==> src/rtl/data_mem_if.sv <==
// Load/store bridge between the core's data-memory handshake and a single-port
// synchronous SRAM: lane enables, store alignment, load extraction, misalignment.
module data_mem_if #(
  parameter int ADDR_W      = 10,
  parameter int MEM_LATENCY = 1
) (
  input  logic              DMI_Clk,
  input  logic              DMI_Reset,
  input  logic              DMI_Load_Req,
  input  logic              DMI_Store_Req,
  input  logic [2:0]        DMI_Funct3,
  input  logic [31:0]       DMI_Address,
  input  logic [31:0]       DMI_Store_Data,
  output logic              DMI_Load_Valid,
  output logic              DMI_Store_Ready,
  output logic [31:0]       DMI_Load_Data,
  output logic              DMI_Misaligned,
  output logic              DMI_Mem_En,
  output logic [3:0]        DMI_Mem_We,
  output logic [ADDR_W-1:0] DMI_Mem_Addr,
  output logic [31:0]       DMI_Mem_WData,
  input  logic [31:0]       DMI_Mem_RData
);

  typedef enum logic [1:0] {IDLE, READ, RESP, HOLD} state_t;

  localparam logic [1:0] CNT_INIT = 2'(MEM_LATENCY - 1);

  state_t      state, state_nxt;
  logic [1:0]  cnt;
  logic [2:0]  f3_q;
  logic [1:0]  a_q;
  logic        err_q, ld_q;
  logic        accept, illegal, mem_en, load_done;
  logic [3:0]  mem_we, we_store;
  logic [7:0]  rd_b;
  logic [15:0] rd_h;
  logic [31:0] rd_ext;
  logic        unused_addr;

  assign unused_addr = ^DMI_Address[31:ADDR_W+2];

  assign illegal = (DMI_Funct3 == 3'b011) || (DMI_Funct3 == 3'b110) || (DMI_Funct3 == 3'b111) ||
                   ((DMI_Funct3[1:0] == 2'b01) && DMI_Address[0]) ||
                   ((DMI_Funct3 == 3'b010) && (DMI_Address[1:0] != 2'b00));

  always_comb begin
    we_store      = 4'b1111;
    DMI_Mem_WData = DMI_Store_Data;
    case (DMI_Funct3[1:0])
      2'b00: begin
        we_store      = 4'b0001 << DMI_Address[1:0];
        DMI_Mem_WData = {4{DMI_Store_Data[7:0]}};
      end
      2'b01: begin
        we_store      = 4'b0011 << {DMI_Address[1], 1'b0};
        DMI_Mem_WData = {2{DMI_Store_Data[15:0]}};
      end
      default: ;
    endcase
  end

  assign DMI_Mem_Addr = DMI_Address[ADDR_W+1:2];

  always_comb begin
    state_nxt = state;
    accept    = 1'b0;
    mem_en    = 1'b0;
    mem_we    = 4'b0000;
    case (state)
      IDLE: if (DMI_Load_Req || DMI_Store_Req) begin
        accept = 1'b1;
        if (illegal) state_nxt = RESP;
        else if (DMI_Load_Req) begin
          state_nxt = READ;
          mem_en    = 1'b1;
        end else begin
          state_nxt = RESP;
          mem_en    = 1'b1;
          mem_we    = we_store;
        end
      end
      READ: if (cnt == 2'd0) state_nxt = RESP;
      RESP: state_nxt = HOLD;
      HOLD: if (!DMI_Load_Req && !DMI_Store_Req) state_nxt = IDLE;
      default: state_nxt = IDLE;
    endcase
  end

  // Enables are combinational from the request, so keep them quiet while reset is held.
  assign DMI_Mem_En = mem_en & DMI_Reset;
  assign DMI_Mem_We = mem_we & {4{DMI_Reset}};

  assign rd_b = DMI_Mem_RData[{a_q, 3'b000} +: 8];
  assign rd_h = a_q[1] ? DMI_Mem_RData[31:16] : DMI_Mem_RData[15:0];

  always_comb begin
    case (f3_q)
      3'b000:  rd_ext = {{24{rd_b[7]}}, rd_b};
      3'b100:  rd_ext = {24'd0, rd_b};
      3'b001:  rd_ext = {{16{rd_h[15]}}, rd_h};
      3'b101:  rd_ext = {16'd0, rd_h};
      default: rd_ext = DMI_Mem_RData;
    endcase
  end

  assign load_done = (state == READ) && (cnt == 2'd0);

  always_ff @(posedge DMI_Clk or negedge DMI_Reset) begin
    if (!DMI_Reset) begin
      state         <= IDLE;
      cnt           <= 2'd0;
      f3_q          <= 3'd0;
      a_q           <= 2'd0;
      err_q         <= 1'b0;
      ld_q          <= 1'b0;
      DMI_Load_Data <= 32'd0;
    end else begin
      state <= state_nxt;
      if (accept) begin
        f3_q  <= DMI_Funct3;
        a_q   <= DMI_Address[1:0];
        err_q <= illegal;
        ld_q  <= DMI_Load_Req;
        cnt   <= CNT_INIT;
        // A rejected load still completes, with a zero result.
        if (illegal && DMI_Load_Req) DMI_Load_Data <= 32'd0;
      end else if (state == READ) begin
        if (cnt != 2'd0) cnt <= cnt - 2'd1;
        if (load_done) DMI_Load_Data <= rd_ext;
      end
    end
  end

  assign DMI_Load_Valid  = (state == RESP) &&  ld_q;
  assign DMI_Store_Ready = (state == RESP) && !ld_q;
  assign DMI_Misaligned  = (state == RESP) &&  err_q;

endmodule

==> config.mk <==
export PLATFORM = sky130hd
export DESIGN_NAME = data_mem_if
export DESIGN_NICKNAME = d
export VERILOG_FILES = /design/src/rtl/data_mem_if.sv
export SDC_FILE = /design/constraint.sdc
export NUM_CORES = 1
export LEC_CHECK = 0
export CORE_MARGIN = 2
export CORE_UTILIZATION = 38
export CTS_BUF_LIST = sky130_fd_sc_hd__clkbuf_4 sky130_fd_sc_hd__clkbuf_8
export DETAILED_ROUTE_END_ITERATION = 8
export HOLD_SLACK_MARGIN = 0.1
export PLACE_DENSITY = 0.87
export SETUP_SLACK_MARGIN = 0.15
export SYNTH_ARGS = -nofsm -noshare
export SYNTH_HDL_FRONTEND = slang
export SYNTH_SLANG_ARGS = --single-unit
export TNS_END_PERCENT = 10
==> constraint.sdc <==
create_clock -name DMI_Clk -period 2.5 [get_ports DMI_Clk]
set_input_delay 0.375 -clock DMI_Clk [delete_from_list [all_inputs] [get_ports DMI_Clk]]
set_output_delay 0.375 -clock DMI_Clk [all_outputs]
set_load 0.02 [all_outputs]
After elaboration in Yosys (flattened, before gate mapping). Index checks and enable logic that the tools add are counted.

Equal/unequal tests: 15. $add $sub $neg: 1. Reduce and logical (&&, ||, !) cells: 28. Bitwise operators: 2. Muxes and demuxes: 26. Shift operators: 3.

Operators with widths (count): $mux 32 (4); $pmux 32 s4 (1); $pmux 32 s2 (1); $shiftx 32x6->8 (1); $mux 16 (1); $mux 2 (8); $mux 4 (4); $eq 3x3->1 const B (4); $reduce_bool 2->1 (5); $logic_and 1x1->1 (8); $pmux 2 s4 (1); $pmux 4 s2 (1); $eq 3x2->1 const B (2); $logic_not 2->1 (3); $ne 2x2->1 const B (3); $reduce_and 3->1 (2); $logic_or 1x1->1 (5); $mux 1 (5); $and 4x4->4 (1); $eq 2x1->1 const B (2); $eq 2x2->1 const B (2); $shl 1x2->4 const A (1); $shl 2x2->4 const A (1); $eq 3x1->1 const B (1); 6 further kinds (8).

Bits in registers: 43. Output and inout bits: 82.

Depth between registers and ports, before layout. Gate-level depths: netlist of run 1.

Depth after elaboration: 9. Gate-level depth with buffers: 9. Gate-level depth less buffers: 6.

Worst setup path before layout of run 1. No wires, ideal clock.

Kind: input port to output port. From: input DMI_Funct3[0]. To: output DMI_Mem_We[1]. Stages: 5. Path buffers: 1. Path slack: 449 ps. Arrival: 1676 ps. Cell sequence: clkbuf_1 or4_4 nand2_1 nand4b_1 a21oi_1.

Cells in the longest elaborated chain, start to end: 9. Elaborated cells between the ends (all ways): 18.

RTL lines: from (decl) (line 11) `input logic [2:0] DMI_Funct3,`; $eq 3x2->1 / $eq 3x3->1 (equally long branches) (line 43) `assign illegal = (DMI_Funct3 == 3'b011) || (DMI_Funct3 == 3'b110) || (DMI_Funct3 == 3'b111) ||`; $logic_or 1x1->1 (3 in a row) (line 43); $logic_or 1x1->1 (line 44) `((DMI_Funct3[1:0] == 2'b01) && DMI_Address[0]) ||`; $mux 4 (*) (line 73) `if (illegal) state_nxt = RESP;`; $mux 4 (*) (line 71) `IDLE: if (DMI_Load_Req || DMI_Store_Req) begin`; $mux 4 (*) (line 70) `case (state)`; $and 4x4->4 (*) (line 92) `assign DMI_Mem_We = mem_we & {4{DMI_Reset}};`; to (decl) (line 19) `output logic [3:0] DMI_Mem_We,`.

Every way passes the cells marked *; elsewhere a longest branch is shown, timed or not.

Worst setup path after layout of run 1.
From: input DMI_Funct3[0]. To: output DMI_Mem_WData[11].

Cells in the longest elaborated chain, start to end: 2. Elaborated cells between the ends (all ways): 3.

RTL lines: $eq 2x1->1 / $logic_not 2->1 (equally long branches) (line 50) `case (DMI_Funct3[1:0])`; $pmux 32 s2 (*) (line 50); to (decl) (line 21) `output logic [31:0] DMI_Mem_WData,`.

Marks and branches as above.

==> run metrics, run 1 <==
final hold violation count=0; total power density per cell area=a little over 900 nW/µm²; Min-Delay Path Class=primary input to async pin; clock root buffer master=clkbuf_8; count of maximum capacitance violations=0; pin slew with the least headroom to its limit=0.590 ns; Critical R2R Capture=DMI_Load_Data[5]; share of cells above drive strength 1=around 17%; ranking of synthesized cells by area=dfrtp_1, mux2_2, o21ai_0; share of the clock period used by the worst path after layout=a little over nine tenths; total via count in the routed design=roughly 2,900; Setup TNS Final=0 ns; worst reg2reg path startpoint=state[0]; number of global-route vias before repair=~3,100; Leak Pwr=1.97 nW; chip width=90.8 µm; initial antenna violation count=0; deepest level of the CTS H-tree=2; sequential fraction of the synthesis area=a little under two fifths; number of enable-type register cells in the synthesized netlist=0; # clock sinks=43; pin count of the biggest net entering global routing=44; Period minus WS final=roughly 2.4 ns; Setup-failing EPs final=0; Final Hold Slack=around 0.24 ns; Synthesis Warnings=0; Crit Path Class=primary input to primary output; first-pass GRT wire length=15.3 mm; number of detailed-route iterations in the first pass=4; DRC marker count from the first detailed-route iteration=around 190; P&R area growth vs syn=56.4%; worst relative slew slack=between 50% and 60%; setup repair after global routing missed its margin=true; effective utilization at floorplan=between 30% and 40%; most frequent cell after synthesis=dfrtp_1; total of hold buffers inserted after clock tree synthesis=0; area of the die=about 8200 µm²; commonest register cell after synthesis=dfrtp_1; proportion of register bits with asynchronous set or reset after synthesis=100%; CTS tree=yes; FILL cells=a little over 600; non-filler instance count after layout=between 500 and 600; Syn Area/Cell=9.42 µm²; later-pin clock latency in the skew report=~0.3 ns; Post-Synthesis Cell Area=~2900 µm²; final estimated routing congestion in global placement=about 0.9; final antenna diode count=0; grt total ovfl=0; Max Fclk=around 0.42 GHz; clock-pin slew reported for the worst setup and hold paths after clock tree synthesis=roughly 0.090 ns; number of ports placed on the die boundary=approximately 190; capturing element type of the critical path=primary output; vertical extent of the die=about 91 µm; result of the run=complete, no violations; global-route total usage across every layer=23.0%; arrival time worst endpoint=2.00 ns; maximum ir drop on the vdd rail=0.000355 V; pins over their slew limit=0; final wirelength=9.65 mm; Worst setup SP type=primary input; routed length per instance=17.9 µm; DP HPWL=7.56 mm; unique cell type count in the Yosys netlist=37; Bufs on Longest Clock Path=2; NumNets Final=approximately 550; Seq cells post-synth=43; area share of the largest cell type after synthesis=~38%; final routed DRC violation total=0; minimum setup slack in the final design=0.129 ns; number of cells produced by synthesis=304; number of cells on the worst reg-to-reg path=7; Post-Synthesis Net Count=a little over 400; row cnt=31; Layout Utilization=about three fifths; dpl cells=about 530; post-route ant nets=0; WP data required=between 2 and 2.5 ns; total of buffers placed on input and output ports=~140; Worst Clk Skew=around 0.014 ns; worst slack at placement=-0.284 ns; Core Footprint=about 7300 µm²; cts bufs inserted=5; top cell types by occurrence after synthesis=dfrtp_1, o21ai_0, nand2_1; CP max FO=13; cell type with the largest total area after synthesis=dfrtp_1; average vias per placed instance=5.40; FF-to-FF setup slack=between 0.4 and 0.5 ns
## through the flow
stage                     total power, W  instance area (µm²)
after CTS                        0.00418                 4460
final                            0.00417                 4480
after global routing             0.00445                 4480
after floorplan                  0.00264                 2860
after global placement           0.00353                 4380
after detailed placement         0.00361                 4380
## final cells by class
cell class / instances / area, µm² / area share (%)
repair buffers: 168 / 1610 / 35.9
flip-flops and latches: 43 / 1080 / 24.0
well taps: 99 / 124 / 2.77
multi-input cells: 213 / 1520 / 33.9
clock inverters: 2 / 38.8 / 0.866
inverters: 9 / 33.8 / 0.754
clock buffers: 6 / 82.6 / 1.84
## placed cells by master (no fill, tap or decap), types with 5 or more instances in the layout
| cell | instances |
|---|---|
| a21boi_0 | 8 |
| a21oi_1 | 6 |
| a221o_1 | 16 |
| and2_1 | 5 |
| buf_2 | 5 |
| buf_4 | 22 |
| clkbuf_8 | 6 |
| clkdlybuf4s50_1 | 119 |
| dfrtp_1 | 43 |
| dlygate4sd2_1 | 17 |
| ha_1 | 5 |
| inv_1 | 9 |
| mux2_2 | 27 |
| mux2i_1 | 9 |
| nand2_1 | 35 |
| nor2_1 | 22 |
| o21ai_0 | 38 |
| o22a_1 | 6 |
| o41ai_1 | 5 |
## worst max-delay path, stage by stage
cell,delay [ns]
clkdlybuf4s50_1,0.43
buf_4,0.21
nor2_1,0.11
buf_4,0.19
mux2_2,0.35
dlygate4sd2_1,0.33
## where the power goes
| group | switching, W | leakage, nW | internal, W |
|---|---|---|---|
| clock network | 0.000245 | 0.0618 | 0.000329 |
| registers | 0.000251 | 0.552 | 0.000968 |
| logic | 0.00119 | 1.35 | 0.00118 |
| total | 0.00169 | 1.97 | 0.00248 |
## metal layers
layer	wire (µm)	part of all wire, %	vias to the layer above	GRT usage [%]
li1	-	-	1351	-
met1	3450	36	1413	25.1
met2	5160	53	133	43.2
met3	885	9.2	17	6.93
met4	152	1.6	0	5.68
met5	0	0	-	0
## how the worst max path moves through the flow
| stage | start | to | slack, ns | cells after the start |
|---|---|---|---|---|
| floorplan | DMI_Funct3[0] | DMI_Mem_We[1] | 0.45 | 5 |
| global placement | DMI_Funct3[2] | DMI_Mem_We[3] | -0.29 | 6 |
| detailed placement | DMI_Funct3[2] | DMI_Mem_We[3] | -0.28 | 6 |
| CTS | DMI_Funct3[0] | DMI_Mem_WData[28] | 0.15 | 5 |
| global route | DMI_Funct3[0] | DMI_Mem_WData[9] | 0.09 | 6 |
| finish | DMI_Funct3[0] | DMI_Mem_WData[11] | 0.13 | 6 |
## state kept, by name, summed over array words and instances, names as in the netlist
name and count:
DMI_Load_Data 32, a_q 2, cnt 2, err_q 1, f3_q 3, ld_q 1, state 2
## kinds of logic (layout without fill, tap and decap cells)
logic type / Yosys count / count (layout) / synth area share (%)
buf+inv: 48 / 185 / 9.53
compound gates: 93 / 93 / 22.6
mux: 38 / 38 / 15.3
xor+xnor: 1 / 1 / 0.306
flops: 43 / 43 / 37.6
fa+ha+maj: 5 / 5 / 2.19
simple gates: 76 / 76 / 12.4
## timing repair
| action | CTS | global route |
|---|---|---|
| resized for setup | 38 | 4 |
| pin swaps | 0 | 3 |
| buffers inserted | 0 | 1 |
| setup endpoints to repair | 29 | 14 |
No activity file was read; power rests on OpenSTA's default activity.
==> run 2: changes to the inputs <==
- CORE_ASPECT_RATIO: unset -> 1.75
- TNS_END_PERCENT: 10 -> 5
==> run 2 against run 1 <==
  * Die area rose by 0.33%
  * Non-clock buffer count did not move
  * Critical path depth did not move
  * Highest routed layer unchanged
==> run metrics, run 2 (synthesized netlist as in run 1, its figures left out) <==
Period minus WS final=2.32 ns (was 2.37 ns); grt total ovfl=0 (unchanged); final wirelength=9.48 mm (was 9.65 mm); proportion of power drawn by flip-flops and latches=29.8% (was 29.3%); vertical extent of the die=119 µm (was 90.8 µm); Overall Power=0.00402 W (was 0.00417 W); number of cells on the worst reg-to-reg path=6 (was 7); worst relative slew slack=55.5% (was 59.6%); Worst Clk Skew=0.00911 ns (was 0.0138 ns); NumNets Final=548 (unchanged); Final Cell Area=4450 µm² (was 4480 µm²); cells traversed along the worst timing path=clkdlybuf4s50_1 > or4_4 > nand2_2 > nand4b_1 > a21oi_2 > buf_4 (was clkdlybuf4s50_1 > buf_4 > nor2_1 > buf_4 > mux2_2 > dlygate4sd2_1); most frequent cells in the layout=clkdlybuf4s50_1, dfrtp_1, o21ai_0 (unchanged); Net Switching=0.00168 W (was 0.00169 W); arrival time worst endpoint=1.94 ns (was 2.00 ns); number of global-route vias before repair=3,192 (was 3,120); DRC marker count from the first detailed-route iteration=291 (was 188); routed length per instance=18.0 µm (was 17.9 µm); total of buffers placed on input and output ports=144 (unchanged); share of the clock period used by the worst path after layout=92.7% (was 94.8%); pin slew with the least headroom to its limit=0.668 ns (was 0.590 ns); average vias per placed instance=5.56 (was 5.40); worst reg2reg path startpoint=state[0] (unchanged); internal power=0.00234 W (was 0.00248 W); clock-pin slew reported for the worst setup and hold paths after clock tree synthesis=0.08 ns (was 0.09 ns); post-route ant nets=0 (unchanged); final routed DRC violation total=0 (unchanged); register with the most flip-flops=DMI_Load_Data (unchanged); global-route total usage across every layer=23.0% (about the same); DP HPWL=7.49 mm (was 7.56 mm); row cnt=41 (was 31); result of the run=complete, no violations (unchanged); leading registers by flop count=DMI_Load_Data (32), f3_q (3) (unchanged); commonest non-fill, non-tap cell in the layout=clkdlybuf4s50_1 (unchanged); first-pass GRT wire length=15.3 mm (about the same); total of hold buffers inserted after clock tree synthesis=0 (unchanged); final estimated routing congestion in global placement=0.886 (was 0.896); chip width=69.6 µm (was 90.8 µm); area of the die=8270 µm² (was 8240 µm²); initial antenna violation count=0 (unchanged); Leak Pwr=1.96 nW (was 1.97 nW); Crit Path Class=primary input to primary output (unchanged); Core Footprint=7230 µm² (was 7290 µm²); CP max FO=4 (was 13); later-pin clock latency in the skew report=0.30 ns (about the same); Final Hold Slack=0.249 ns (was 0.237 ns); maximum ir drop on the vdd rail=0.000393 V (was 0.000355 V); FF-to-FF setup slack=0.32 ns (was 0.49 ns); Critical R2R Capture=DMI_Load_Data[31] (was DMI_Load_Data[5]); # clock sinks=43 (unchanged); number of flip-flops under the largest register name=32 (unchanged); proportion of total power due to net switching=41.8% (was 40.6%); cts bufs inserted=5 (unchanged); Min-Delay Path Class=primary input to async pin (unchanged); share of cells above drive strength 1=17.5% (was 16.8%); effective utilization at floorplan=39.6% (was 39.3%); Bufs on Longest Clock Path=2 (unchanged); delay of the slowest cell on the worst path=0.44 ns (was 0.43 ns); number of ports placed on the die boundary=185 (unchanged); Max Fclk=0.431 GHz (was 0.422 GHz); deepest level of the CTS H-tree=2 (unchanged); WP data required=2.12 ns (about the same); capturing element type of the critical path=primary output (unchanged); total power density per cell area=904 nW/µm² (was 931 nW/µm²); P&R area growth vs syn=55.3% (was 56.4%); pins over their slew limit=0 (unchanged); Layout Utilization=61.5% (was 61.4%); CTS tree=yes (unchanged); share of power burned in the clock network=10.7% (was 13.8%); final antenna diode count=0 (unchanged); Worst setup SP type=primary input (unchanged); pin count of the biggest net entering global routing=44 (unchanged); clock root buffer master=clkbuf_8 (unchanged); final hold violation count=0 (unchanged); total via count in the routed design=2,928 (was 2,914); number of detailed-route iterations in the first pass=4 (unchanged); cell area after placement=4350 µm² (was 4380 µm²); share of power burned in combinational logic=59.5% (was 57.0%); count of maximum capacitance violations=0 (unchanged); Setup-failing EPs final=0 (unchanged); CP max stage cell=clkdlybuf4s50_1 (unchanged); setup repair after global routing missed its margin=true (unchanged); FILL cells=607 (was 611)
-- run 2: how the worst max path moves through the flow --
stage | slack, ns | start | to | cells past startpoint
floorplan | 0.45 | DMI_Funct3[0] | DMI_Mem_We[1] | 5
global placement | -0.33 | DMI_Funct3[2] | DMI_Mem_We[1] | 6
detailed placement | -0.36 | DMI_Funct3[2] | DMI_Mem_We[1] | 6
CTS | -0.02 | DMI_Funct3[2] | DMI_Mem_We[1] | 6
global route | 0.11 | DMI_Funct3[1] | DMI_Mem_WData[27] | 5
finish | 0.18 | DMI_Funct3[2] | DMI_Mem_We[1] | 6
-- run 2: power by group through the flow --
| stage | registers [W] | logic (W) | clock network, W |
|---|---|---|---|
| final | 0.00120 | 0.00239 | 0.000431 |
| after detailed placement | 0.00120 | 0.00240 | 0 |
| after global placement | 0.00119 | 0.00234 | 0 |
| after CTS | 0.00119 | 0.00240 | 0.000445 |
| after global routing | 0.00124 | 0.00259 | 0.000474 |
| after floorplan | 0.00136 | 0.00128 | 0 |
-- run 2: final cells by class --
class / instances / area [µm²] / area share, %
Sequential cell: 43 / 1080 / 24.2
Multi-Input combinational cell: 213 / 1530 / 34.3
Timing Repair Buffer: 168 / 1620 / 36.4
Tap cell: 86 / 108 / 2.42
Clock buffer: 5 / 68.8 / 1.55
Inverter: 9 / 33.8 / 0.760
Clock inverter: 3 / 15.0 / 0.338
-- run 2: worst max-delay path, delay by kind of cell --
family          cells  cell delay, ns
simple gates        3            0.77
compound gates      1            0.20
buf+inv             2            0.60
-- run 2: routing by layer --
| layer | wire length, µm | up-vias | global-route usage, % |
|---|---|---|---|
| met2 | 5200 | 164 | 44.1 |
| met4 | 314 | 0 | 9.62 |
| met3 | 768 | 30 | 5.41 |
| met5 | 0 | - | 0 |
| met1 | 3200 | 1386 | 23.4 |
| li1 | - | 1348 | - |
-- run 2: repair_timing --
item                                    in CTS  in global routing
buffers inserted                             0                  1
endpoints found under the setup margin      24                 24
resized for setup                           39                 11
pin swaps                                    0                  3
-- run 2: stage by stage --
step                      cells  setup TNS, ns  setup WS [ns]
final                       527              0          0.182
after global routing        527              0          0.114
after CTS                   526        -0.0202        -0.0173
after detailed placement    518          -2.73         -0.360
after global placement      518          -2.43         -0.333
after floorplan             304              0          0.449
